File: src/rtl/ctrl_pkg.sv
// ctrl_pkg: shared decode constants, the D->E control bundle and the MDU FSM states
// for the pipelined RV32 main controller.
package ctrl_pkg;

   // Opcodes
   localparam logic [6:0] OpR      = 7'b0110011;
   localparam logic [6:0] OpImm    = 7'b0010011;
   localparam logic [6:0] OpLoad   = 7'b0000011;
   localparam logic [6:0] OpStore  = 7'b0100011;
   localparam logic [6:0] OpBranch = 7'b1100011;
   localparam logic [6:0] OpLui    = 7'b0110111;
   localparam logic [6:0] OpJal    = 7'b1101111;
   localparam logic [6:0] OpJalr   = 7'b1100111;

   // funct7 values accepted for R-type
   localparam logic [6:0] Func7Base = 7'b0000000;
   localparam logic [6:0] Func7Alt  = 7'b0100000;
   localparam logic [6:0] Func7Mdu  = 7'b0000001;

   // ALUOp
   localparam logic [1:0] AluOpAdd    = 2'b00;
   localparam logic [1:0] AluOpBranch = 2'b01;
   localparam logic [1:0] AluOpR      = 2'b10;
   localparam logic [1:0] AluOpI      = 2'b11;

   // resultSrc
   localparam logic [1:0] ResSrcAlu = 2'b00;
   localparam logic [1:0] ResSrcMem = 2'b01;
   localparam logic [1:0] ResSrcPc4 = 2'b10;
   localparam logic [1:0] ResSrcImm = 2'b11;

   // immSrc
   localparam logic [2:0] ImmI = 3'b000;
   localparam logic [2:0] ImmS = 3'b001;
   localparam logic [2:0] ImmB = 3'b010;
   localparam logic [2:0] ImmJ = 3'b011;
   localparam logic [2:0] ImmU = 3'b100;

   // branch condition
   localparam logic [2:0] BrNone = 3'b000;
   localparam logic [2:0] BrEq   = 3'b001;
   localparam logic [2:0] BrNe   = 3'b010;
   localparam logic [2:0] BrLt   = 3'b011;
   localparam logic [2:0] BrGe   = 3'b100;
   localparam logic [2:0] BrLtu  = 3'b101;
   localparam logic [2:0] BrGeu  = 3'b110;

   // jump kind
   localparam logic [1:0] JmpNone = 2'b00;
   localparam logic [1:0] JmpJal  = 2'b01;
   localparam logic [1:0] JmpJalr = 2'b10;

   // D->E control bundle (immSrc is consumed in D and illegal travels separately)
   typedef struct packed {
      logic       reg_write;
      logic       mem_write;
      logic       alu_src;
      logic       lui;
      logic       mdu;
      logic [1:0] result_src;
      logic [1:0] jump;
      logic [1:0] alu_op;
      logic [2:0] branch;
   } ctrl_t;

   typedef enum logic [1:0] {
      MduIdle = 2'b00,
      MduBusy = 2'b01,
      MduDone = 2'b10
   } mdu_state_t;

endpackage

File: src/rtl/pipe_main_controller_if.sv
// pipe_main_controller_if: decode-stage inputs (op/func3/func7, hazard stall/flush) and
// all D-stage, E-stage and MDU status outputs of the main controller.
//   master: pipeline/hazard side (drives instruction fields and stall/flush)
//   slave:  the controller
interface pipe_main_controller_if;
   logic [6:0] op;
   logic [2:0] func3;
   logic [6:0] func7;
   logic       stallE;
   logic       flushE;

   logic       regWriteD, memWriteD, ALUSrcD, luiD, mduD, illegalD;
   logic [1:0] resultSrcD, jumpD, ALUOpD;
   logic [2:0] branchD, immSrcD;

   logic       regWriteE, memWriteE, ALUSrcE, luiE, mduE, illegalE;
   logic [1:0] resultSrcE, jumpE, ALUOpE;
   logic [2:0] branchE;

   logic       mduBusy, mduDone, illegalFlag;

   modport master (
      output op, func3, func7, stallE, flushE,
      input  regWriteD, memWriteD, ALUSrcD, luiD, mduD, illegalD,
      input  resultSrcD, jumpD, ALUOpD, branchD, immSrcD,
      input  regWriteE, memWriteE, ALUSrcE, luiE, mduE, illegalE,
      input  resultSrcE, jumpE, ALUOpE, branchE,
      input  mduBusy, mduDone, illegalFlag
   );

   modport slave (
      input  op, func3, func7, stallE, flushE,
      output regWriteD, memWriteD, ALUSrcD, luiD, mduD, illegalD,
      output resultSrcD, jumpD, ALUOpD, branchD, immSrcD,
      output regWriteE, memWriteE, ALUSrcE, luiE, mduE, illegalE,
      output resultSrcE, jumpE, ALUOpE, branchE,
      output mduBusy, mduDone, illegalFlag
   );
endinterface

File: src/rtl/main_decoder.sv
// main_decoder: purely combinational RV32I(+M) main decode.
//   op_i/func3_i/func7_i : instruction fields
//   ctrl_o               : control bundle, all zero for illegal encodings
//   imm_src_o            : immediate format select
//   illegal_o            : unsupported opcode/funct combination
module main_decoder
   import ctrl_pkg::*;
#(
   parameter bit EN_MDU = 1'b1
) (
   input  logic [6:0] op_i,
   input  logic [2:0] func3_i,
   input  logic [6:0] func7_i,
   output ctrl_t      ctrl_o,
   output logic [2:0] imm_src_o,
   output logic       illegal_o
);

   always_comb begin
      ctrl_o            = '0;
      ctrl_o.result_src = ResSrcAlu;
      ctrl_o.jump       = JmpNone;
      ctrl_o.alu_op     = AluOpAdd;
      ctrl_o.branch     = BrNone;
      imm_src_o         = ImmI;
      illegal_o         = 1'b0;

      case (op_i)
         OpR: begin
            if (func7_i == Func7Base || func7_i == Func7Alt) begin
               ctrl_o.alu_op    = AluOpR;
               ctrl_o.reg_write = 1'b1;
            end else if (EN_MDU && func7_i == Func7Mdu) begin
               ctrl_o.alu_op    = AluOpR;
               ctrl_o.reg_write = 1'b1;
               ctrl_o.mdu       = 1'b1;
            end else begin
               illegal_o = 1'b1;
            end
         end
         OpImm: begin
            ctrl_o.alu_op    = AluOpI;
            ctrl_o.reg_write = 1'b1;
            ctrl_o.alu_src   = 1'b1;
         end
         OpLoad: begin
            ctrl_o.reg_write  = 1'b1;
            ctrl_o.alu_src    = 1'b1;
            ctrl_o.result_src = ResSrcMem;
         end
         OpStore: begin
            ctrl_o.mem_write = 1'b1;
            ctrl_o.alu_src   = 1'b1;
            imm_src_o        = ImmS;
         end
         OpBranch: begin
            case (func3_i)
               3'b000:  ctrl_o.branch = BrEq;
               3'b001:  ctrl_o.branch = BrNe;
               3'b100:  ctrl_o.branch = BrLt;
               3'b101:  ctrl_o.branch = BrGe;
               3'b110:  ctrl_o.branch = BrLtu;
               3'b111:  ctrl_o.branch = BrGeu;
               default: illegal_o     = 1'b1;
            endcase
            if (!illegal_o) begin
               ctrl_o.alu_op = AluOpBranch;
               imm_src_o     = ImmB;
            end
         end
         OpLui: begin
            ctrl_o.result_src = ResSrcImm;
            ctrl_o.reg_write  = 1'b1;
            ctrl_o.lui        = 1'b1;
            imm_src_o         = ImmU;
         end
         OpJal: begin
            ctrl_o.result_src = ResSrcPc4;
            ctrl_o.jump       = JmpJal;
            ctrl_o.reg_write  = 1'b1;
            imm_src_o         = ImmJ;
         end
         OpJalr: begin
            if (func3_i == 3'b000) begin
               ctrl_o.reg_write  = 1'b1;
               ctrl_o.alu_src    = 1'b1;
               ctrl_o.jump       = JmpJalr;
               ctrl_o.result_src = ResSrcPc4;
            end else begin
               illegal_o = 1'b1;
            end
         end
         default: illegal_o = 1'b1;
      endcase
   end

endmodule

File: src/rtl/pipe_main_controller.sv
// pipe_main_controller: decode-stage main controller with registered D->E controls,
// MDU occupancy sequencer and sticky illegal-instruction flag.
//   clk, rst : clock, asynchronous active-high reset
//   bus      : slave side of pipe_main_controller_if (instruction fields, stallE/flushE in;
//              D/E controls, mduBusy, mduDone, illegalFlag out)
module pipe_main_controller
   import ctrl_pkg::*;
#(
   parameter int unsigned MDU_LATENCY = 4,
   parameter bit          EN_MDU      = 1'b1
) (
   input  logic                 clk,
   input  logic                 rst,
   pipe_main_controller_if.slave bus
);

   localparam int unsigned CntW = $clog2(MDU_LATENCY);
   // BUSY spans L-2 cycles; the counter counts down to zero before DONE.
   localparam logic [CntW-1:0] CntInit =
      CntW'((MDU_LATENCY > 2) ? (MDU_LATENCY - 3) : 0);

   ctrl_t      ctrl_dec;
   logic [2:0] imm_src_dec;
   logic       illegal_dec;

   main_decoder #(
      .EN_MDU(EN_MDU)
   ) u_main_decoder (
      .op_i      (bus.op),
      .func3_i   (bus.func3),
      .func7_i   (bus.func7),
      .ctrl_o    (ctrl_dec),
      .imm_src_o (imm_src_dec),
      .illegal_o (illegal_dec)
   );

   // E-stage register: flush beats stall
   ctrl_t ctrl_e_d, ctrl_e_q;
   logic  illegal_e_d, illegal_e_q;

   always_comb begin
      ctrl_e_d    = ctrl_e_q;
      illegal_e_d = illegal_e_q;
      if (bus.flushE) begin
         ctrl_e_d    = '0;
         illegal_e_d = 1'b0;
      end else if (!bus.stallE) begin
         ctrl_e_d    = ctrl_dec;
         illegal_e_d = illegal_dec;
      end
   end

   // MDU sequencer
   mdu_state_t      state_d, state_q;
   logic [CntW-1:0] cnt_d, cnt_q;
   logic            mdu_busy, mdu_done;

   always_comb begin
      state_d  = state_q;
      cnt_d    = cnt_q;
      mdu_busy = 1'b0;
      mdu_done = 1'b0;
      unique case (state_q)
         MduIdle: begin
            if (ctrl_e_q.mdu) begin
               mdu_busy = 1'b1;
               if (MDU_LATENCY == 2) begin
                  state_d = MduDone;
               end else begin
                  state_d = MduBusy;
                  cnt_d   = CntInit;
               end
            end
         end
         MduBusy: begin
            mdu_busy = 1'b1;
            if (cnt_q == '0) begin
               state_d = MduDone;
            end else begin
               cnt_d = cnt_q - CntW'(1);
            end
         end
         MduDone: begin
            mdu_done = 1'b1;
            state_d  = MduIdle;
         end
         default: state_d = MduIdle;
      endcase
      // A flushed MDU op is abandoned; no completion pulse follows.
      if (bus.flushE) begin
         state_d = MduIdle;
         cnt_d   = '0;
      end
   end

   logic illegal_flag_d, illegal_flag_q;
   assign illegal_flag_d = illegal_flag_q | illegal_e_q;

   always_ff @(posedge clk or posedge rst) begin
      if (rst) begin
         ctrl_e_q       <= '0;
         illegal_e_q    <= 1'b0;
         state_q        <= MduIdle;
         cnt_q          <= '0;
         illegal_flag_q <= 1'b0;
      end else begin
         ctrl_e_q       <= ctrl_e_d;
         illegal_e_q    <= illegal_e_d;
         state_q        <= state_d;
         cnt_q          <= cnt_d;
         illegal_flag_q <= illegal_flag_d;
      end
   end

   assign bus.regWriteD  = ctrl_dec.reg_write;
   assign bus.memWriteD  = ctrl_dec.mem_write;
   assign bus.ALUSrcD    = ctrl_dec.alu_src;
   assign bus.luiD       = ctrl_dec.lui;
   assign bus.mduD       = ctrl_dec.mdu;
   assign bus.illegalD   = illegal_dec;
   assign bus.resultSrcD = ctrl_dec.result_src;
   assign bus.jumpD      = ctrl_dec.jump;
   assign bus.ALUOpD     = ctrl_dec.alu_op;
   assign bus.branchD    = ctrl_dec.branch;
   assign bus.immSrcD    = imm_src_dec;

   assign bus.regWriteE  = ctrl_e_q.reg_write;
   assign bus.memWriteE  = ctrl_e_q.mem_write;
   assign bus.ALUSrcE    = ctrl_e_q.alu_src;
   assign bus.luiE       = ctrl_e_q.lui;
   assign bus.mduE       = ctrl_e_q.mdu;
   assign bus.illegalE   = illegal_e_q;
   assign bus.resultSrcE = ctrl_e_q.result_src;
   assign bus.jumpE      = ctrl_e_q.jump;
   assign bus.ALUOpE     = ctrl_e_q.alu_op;
   assign bus.branchE    = ctrl_e_q.branch;

   assign bus.mduBusy     = mdu_busy;
   assign bus.mduDone     = mdu_done;
   assign bus.illegalFlag = illegal_flag_q;

endmodule

File: src/flat_wrapper.sv
// flat-port wrapper written by rule: the top's interface ports become plain ports
module pipe_main_controller_flat import ctrl_pkg::*;
#(
   parameter int unsigned MDU_LATENCY = 4,
   parameter bit          EN_MDU      = 1'b1
)
  (clk, rst, bus_op, bus_func3, bus_func7, bus_stallE, bus_flushE, bus_regWriteD, bus_memWriteD, bus_ALUSrcD, bus_luiD, bus_mduD, bus_illegalD, bus_resultSrcD, bus_jumpD, bus_ALUOpD, bus_branchD, bus_immSrcD, bus_regWriteE, bus_memWriteE, bus_ALUSrcE, bus_luiE, bus_mduE, bus_illegalE, bus_resultSrcE, bus_jumpE, bus_ALUOpE, bus_branchE, bus_mduBusy, bus_mduDone, bus_illegalFlag);
  pipe_main_controller_if bus_i ();
  input  logic clk;
  input  logic rst;
  input wire logic [$bits(bus_i.op)-1:0] bus_op;
  input wire logic [$bits(bus_i.func3)-1:0] bus_func3;
  input wire logic [$bits(bus_i.func7)-1:0] bus_func7;
  input wire logic [$bits(bus_i.stallE)-1:0] bus_stallE;
  input wire logic [$bits(bus_i.flushE)-1:0] bus_flushE;
  output wire logic [$bits(bus_i.regWriteD)-1:0] bus_regWriteD;
  output wire logic [$bits(bus_i.memWriteD)-1:0] bus_memWriteD;
  output wire logic [$bits(bus_i.ALUSrcD)-1:0] bus_ALUSrcD;
  output wire logic [$bits(bus_i.luiD)-1:0] bus_luiD;
  output wire logic [$bits(bus_i.mduD)-1:0] bus_mduD;
  output wire logic [$bits(bus_i.illegalD)-1:0] bus_illegalD;
  output wire logic [$bits(bus_i.resultSrcD)-1:0] bus_resultSrcD;
  output wire logic [$bits(bus_i.jumpD)-1:0] bus_jumpD;
  output wire logic [$bits(bus_i.ALUOpD)-1:0] bus_ALUOpD;
  output wire logic [$bits(bus_i.branchD)-1:0] bus_branchD;
  output wire logic [$bits(bus_i.immSrcD)-1:0] bus_immSrcD;
  output wire logic [$bits(bus_i.regWriteE)-1:0] bus_regWriteE;
  output wire logic [$bits(bus_i.memWriteE)-1:0] bus_memWriteE;
  output wire logic [$bits(bus_i.ALUSrcE)-1:0] bus_ALUSrcE;
  output wire logic [$bits(bus_i.luiE)-1:0] bus_luiE;
  output wire logic [$bits(bus_i.mduE)-1:0] bus_mduE;
  output wire logic [$bits(bus_i.illegalE)-1:0] bus_illegalE;
  output wire logic [$bits(bus_i.resultSrcE)-1:0] bus_resultSrcE;
  output wire logic [$bits(bus_i.jumpE)-1:0] bus_jumpE;
  output wire logic [$bits(bus_i.ALUOpE)-1:0] bus_ALUOpE;
  output wire logic [$bits(bus_i.branchE)-1:0] bus_branchE;
  output wire logic [$bits(bus_i.mduBusy)-1:0] bus_mduBusy;
  output wire logic [$bits(bus_i.mduDone)-1:0] bus_mduDone;
  output wire logic [$bits(bus_i.illegalFlag)-1:0] bus_illegalFlag;
  assign bus_i.op = bus_op;
  assign bus_i.func3 = bus_func3;
  assign bus_i.func7 = bus_func7;
  assign bus_i.stallE = bus_stallE;
  assign bus_i.flushE = bus_flushE;
  assign bus_regWriteD = bus_i.regWriteD;
  assign bus_memWriteD = bus_i.memWriteD;
  assign bus_ALUSrcD = bus_i.ALUSrcD;
  assign bus_luiD = bus_i.luiD;
  assign bus_mduD = bus_i.mduD;
  assign bus_illegalD = bus_i.illegalD;
  assign bus_resultSrcD = bus_i.resultSrcD;
  assign bus_jumpD = bus_i.jumpD;
  assign bus_ALUOpD = bus_i.ALUOpD;
  assign bus_branchD = bus_i.branchD;
  assign bus_immSrcD = bus_i.immSrcD;
  assign bus_regWriteE = bus_i.regWriteE;
  assign bus_memWriteE = bus_i.memWriteE;
  assign bus_ALUSrcE = bus_i.ALUSrcE;
  assign bus_luiE = bus_i.luiE;
  assign bus_mduE = bus_i.mduE;
  assign bus_illegalE = bus_i.illegalE;
  assign bus_resultSrcE = bus_i.resultSrcE;
  assign bus_jumpE = bus_i.jumpE;
  assign bus_ALUOpE = bus_i.ALUOpE;
  assign bus_branchE = bus_i.branchE;
  assign bus_mduBusy = bus_i.mduBusy;
  assign bus_mduDone = bus_i.mduDone;
  assign bus_illegalFlag = bus_i.illegalFlag;
  pipe_main_controller #(.MDU_LATENCY(MDU_LATENCY), .EN_MDU(EN_MDU)) u_core (.clk(clk), .rst(rst), .bus(bus_i));
endmodule
File: config.mk
export PLATFORM = sky130hd
export DESIGN_NAME = pipe_main_controller_flat
export DESIGN_NICKNAME = d
export VERILOG_FILES = /design/src/rtl/ctrl_pkg.sv /design/src/rtl/pipe_main_controller_if.sv /design/src/rtl/main_decoder.sv /design/src/rtl/pipe_main_controller.sv /design/src/flat_wrapper.sv
export SDC_FILE = /design/constraint.sdc
export NUM_CORES = 1
export LEC_CHECK = 0
export CORE_UTILIZATION = 43
export DETAILED_ROUTE_END_ITERATION = 6
export HOLD_SLACK_MARGIN = 0.03
export PLACE_DENSITY = 0.86
export SLEW_MARGIN = 20
export SYNTH_ARGS = -nofsm -noshare
export SYNTH_HDL_FRONTEND = slang
export SYNTH_SLANG_ARGS = --single-unit
File: constraint.sdc
create_clock -name clk -period 5.4 [get_ports clk]
set_clock_uncertainty 0.1 [all_clocks]
set_input_delay 1.08 -clock clk [delete_from_list [all_inputs] [get_ports clk]]
set_output_delay 1.08 -clock clk [all_outputs]
set_load 0.02 [all_outputs]
## Word-level counts from Yosys, hierarchy flattened

Cells that the tools add are included.

| word-level totals | value |
|---|---|
| register bits | 20 |
| input port bits | 21 |
| output and inout port bits | 36 |

| cells by class | value |
|---|---|
| add/sub/neg operators | 1 |
| equal/unequal tests | 21 |
| mux-type cells | 40 |
| bitwise logic cells | 1 |
| reduce and logical (&&, ||, !) cells | 12 |

Operators with widths:

| operator | number |
|---|---|
| $eq A7 B6 Y1 const B | 4 |
| $mux W14 | 2 |
| $eq A7 B7 Y1 const B | 3 |
| $pmux W3 S6 | 1 |
| $mux W1 | 17 |
| $mux W2 | 8 |
| $eq A3 B3 Y1 const B | 4 |
| $pmux W2 S2 | 3 |
| $pmux W3 S4 | 1 |
| $pmux W2 S4 | 1 |
| $eq A7 B1 Y1 const B | 1 |
| $eq A7 B2 Y1 const B | 1 |
| $eq A7 B5 Y1 const B | 1 |
| $logic_not A7 Y1 | 1 |
| $ne A3 B2 Y1 const B | 2 |
| $pmux W2 S3 | 1 |
| $reduce_or A6 Y1 | 1 |
| $reduce_or A5 Y1 | 1 |
| $logic_not A2 Y1 | 2 |
| $mux W4 | 1 |
| $pmux W1 S2 | 2 |
| $pmux W1 S4 | 1 |
| $reduce_or A4 Y1 | 1 |
| $eq A3 B1 Y1 const B | 1 |
| 14 further kinds | 14 |

## Logic depth before layout (Yosys ltp)

| logic depth | value |
|---|---|
| word-level depth | 8 |
| mapped depth | 6 |
| gate-level depth less buffers | 6 |

## Hierarchy

From an unflattened synthesis, not the netlist that was laid out.

| second synthesis, totals | value |
|---|---|
| cells, all modules | 126 |
| area, all modules | 1,212.4 um^2 |

By module, submodules not included:

| module | times used | cells each | area an instance (um^2) | seq. area each (um^2) |
|---|---|---|---|---|
| pipe_main_controller | 1 | 72 | 854.6 | 500.5 |
| main_decoder | 1 | 54 | 357.8 | 0.0 |

## Worst setup path after synthesis

Ideal clock, no wire load.

| timing | value |
|---|---|
| path kind | input-to-output |
| start | input bus_func7[3] |
| end | output bus_mduD |
| data arrival time | 2.338 ns |
| data required time | 4.220 ns |
| path slack | 1.882 ns |
| stages | 3 |
| path buffers | 0 |
| path through | or4_4 > or2_0 > nor3_1 |

| between the ends | value |
|---|---|
| longest elaborated chain between the ends | 4 |
| elaborated cells between the ends (all ways) | 7 |
| classes of those cells | eq/ne: 2; mux: 3; reduce/logical: 2 |

Ends and longest elaborated chain:

| element | RTL line | RTL |
|---|---|---|
| start: declaration | flat_wrapper.sv:13 | `input wire logic [$bits(bus_i.func7)-1:0] bus_func7;` |
| $eq A7 B1 Y1, or another cell as far along | main_decoder.sv:33 | `end else if (EN_MDU && func7_i == Func7Mdu) begin` |
| $mux W1 / $logic_or A1 B1 Y1 (equally long branches) | main_decoder.sv:33, main_decoder.sv:30 |  |
| $mux W1 * | main_decoder.sv:30 | `if (func7_i == Func7Base \|\| func7_i == Func7Alt) begin` |
| $mux W1 * | main_decoder.sv:28 | `case (op_i)` |
| end: declaration | flat_wrapper.sv:20 | `output wire logic [$bits(bus_i.mduD)-1:0] bus_mduD;` |

Mark *: on every way between the ends. The rest lies on a longest branch, timed or not.

## Worst setup path after layout

Same ends and word-level chain as after synthesis.

==> flow_summary.ini <==
[synth]
synth_top_area_share_pct = 41.8
synth_top_family_by_area = simple AND/OR/NAND/NOR gates
ys_types = 41
synth_nets = 165
ys.warnings.count = 0
seq_area_frac_synth_pct = 41.8
synth-edff-count = 0
muxShareOfSynthArea_pct = 1.78
yosysMostFrequentCell = dfrtp_1
synth-xor-area-share_pct = 0.732
synth_seq_cells = 20
synth.area.top_cells = dfrtp_1 (42%), nand2_1 (5.6%), inv_1 (4.4%), nor2_1 (4.4%), o21a_1 (3.1%)
yosys_most_used_dff = dfrtp_1
synth_top_cell_by_area = dfrtp_1
synth_compound_area_share_pct = 20.3
yosys-top-cells-count = dfrtp_1 (20), nand2_1 (18), inv_1 (14), nor2_1 (14), o21ai_0 (7)
syn_area_per_cell_um2 = 8.36
yosys.area_share.simple_pct = 27.0
async_flop_share_pct = 100
synthAdderAreaFrac_pct = 1.05
syn_area_um2 = 1200
syn_inst = 143

[cells_and_area]
drive_gt1_share_pct = 4.59
n_antenna_cell = 0
fin_area_um2 = 1800
instances_no_fill = 226
areaGrowthSynthToFinish_pct = 50.4
fin_nets = 219

[pwr]
p_sw_mw = 0.0775
seqPwrFrac_pct = 51.7
combPwrFrac_pct = 18.3
power.density_nw_per_um2 = 164
vdd_drop_max_uv = 116
power.leakage_nw = 0.783
pwr-share-clk_pct = 30.0
p_sw_share_pct = 26.3
p_int_mw = 0.218
fin_total_pwr_mw = 0.295

[detailed_routing]
dr_total_vias = 1256
drc_errors = 0
antenna_left = 0
drtIter0Drc = 40
wirelength_mm = 3.45
avgRoutedWirePerCell_um = 15.3
drt_first_pass_iters = 4
via_per_inst = 5.56

[clocking]
ctsLongestPathBuffers = 2
clk_pin_slew_worst_paths_ns = 0.12
cts.sinks = 20
tritoncts = done
h-tree-depth = 1
postCtsSetupBuffers = 0
clock_latency_ns = 0.30
cts_hold_buf = 0
cts-root-buf = clkbuf_4
cts_buffers = 3
ctsResizeCount = 0

[die]
fp.coreArea_um2 = 2540
die_area_um2 = 3000
die_h_um = 54.7
die_x_um = 54.7
rows = 18
start_util_pct = 47.0
io_pins = 57

[grt]
grt_overflow_total = 0
grt_pass1_vias = 1181
grt_start_max_net_pins = 21
gr-usage-all-layers_pct = 25.6
grt_pass1_wl_mm = 5.40
grt_antenna_before_repair = 0

[setup_path]
critical_path_class = input port to output pin
worst-path-max-fanout = 3
cp_common_cell = clkdlybuf4s50_1
slowest_delay_ns = 0.68
critPathLaunchType = input port
required_ns = 4.22
critPathCaptureType = output pin
crit_arrival_ns = 3.24
cp_cell_sequence = clkdlybuf4s50_1 -> or4_4 -> or2_0 -> nor3_1 -> clkdlybuf4s50_1
crit_slowest_cell = clkdlybuf4s50_1

[sta]
slew_headroom_pct = 48.8
whs_ns = 0.390
fin_crit_ns = 4.42
hold_viol = 0
fmax_mhz = 226
tightest_slew_ns = 0.767
rsz0062_at_grt = false
fin_setup_tns_ns = 0
period_share_pct = 81.8
slew_viol_final = 0
finalSetupViolCount = 0

[place]
dp.cells = 222
placed_cell_area_um2 = 1760
place.gp.congestion = 0.907
dp_hpwl_mm = 2.69
port-buffer-count = 56

[flow_run]
cap_viol_max_count = 0

[hold_path]
worstHoldPathType = register to register

[status]
status = completed
[worst max-delay path, delay by kind of cell]
| family | cells | cell delay, ns |
|---|---|---|
| buffers and inverters | 2 | 1.08 |
| and+or+nand+nor | 3 | 1.07 |
[sequential cells by signal (all words and copies together) (netlist names), 2 cells and up]
name                   cells
u_core.cnt_q               2
u_core.bus.resultSrcE      2
u_core.bus.ALUOpE          2
u_core.bus.branchE         3
u_core.state_q             2
u_core.bus.jumpE           2
[cell type report]
cell class,instances,area [µm²]
fillers,207,746
inverters,15,56.3
clock buffers,4,36.3
well taps,30,37.5
multi-input cells,101,608
flip-flops and latches,20,500
repair buffers,56,561
[routing by layer]
metal,global-route usage (%),routed length (µm)
met3,6.39,286
met1,33.6,1510
met5,0,0
met2,40.6,1620
met4,8.12,37
[power groups by stage]
stage / logic, mW / clock network (mW) / registers, mW
after floorplan: 0.0228 / 0 / 0.158
after detailed placement: 0.0539 / 0 / 0.155
after CTS: 0.0540 / 0.0914 / 0.153
final: 0.0541 / 0.0884 / 0.153
after global placement: 0.0530 / 0 / 0.155
after global routing: 0.0590 / 0.0999 / 0.153
[cells by family (layout without fill, tap and decap cells)]
logic type / after synthesis / count (layout)
and+or+nand+nor: 63 / 63
adders and majority gates: 1 / 1
buffers and inverters: 22 / 75
AOI/OAI and AO/OA: 34 / 34
xor gates and xnor gates: 1 / 1
DFF: 20 / 20
muxes: 2 / 2
[cell usage in the layout, fill, tap and decap left out, types with 2 or more instances in the layout]
| cell | n |
|---|---|
| nand3_1 | 3 |
| o21ai_0 | 7 |
| clkbuf_4 | 3 |
| a21oi_1 | 6 |
| o31ai_1 | 3 |
| or2_2 | 2 |
| and2_1 | 2 |
| o21a_1 | 5 |
| nand2_1 | 18 |
| nand4_1 | 3 |
| nor2_1 | 14 |
| inv_1 | 14 |
| nand3b_1 | 2 |
| a22o_1 | 3 |
| nor3_1 | 5 |
| o2111a_1 | 3 |
| nor2b_1 | 3 |
| a311oi_1 | 2 |
| dfrtp_1 | 20 |
| and3_1 | 3 |
| clkdlybuf4s50_1 | 56 |
[per-stage QoR]
| stage | worst slack [ns] | utilization (%) |
|---|---|---|
| after global placement | 1.04 | 69.3 |
| after CTS | 0.996 | 70.7 |
| final | 0.981 | 70.7 |
| after global routing | 0.897 | 70.7 |
| after floorplan | 1.88 | - |
| after detailed placement | 1.01 | 69.3 |
[final timing paths]
path / cells after the start / end / from / slack [ns]
max in group asynchronous: 2 / u_core.cnt_q[0] / rst / 3.62
worst min-delay path: 1 / u_core.bus.illegalFlag / u_core.bus.illegalFlag / 0.39
worst max-delay path: 5 / bus_mduD / bus_func7[3] / 0.98
worst min register to register: 1 / u_core.bus.illegalFlag / u_core.bus.illegalFlag / 0.39
min in group asynchronous: 2 / u_core.state_q[1] / rst / 1.11
worst max register to register: 5 / u_core.cnt_q[0] / u_core.cnt_q[0] / 3.87
No activity file was read; power rests on OpenSTA's default activity.
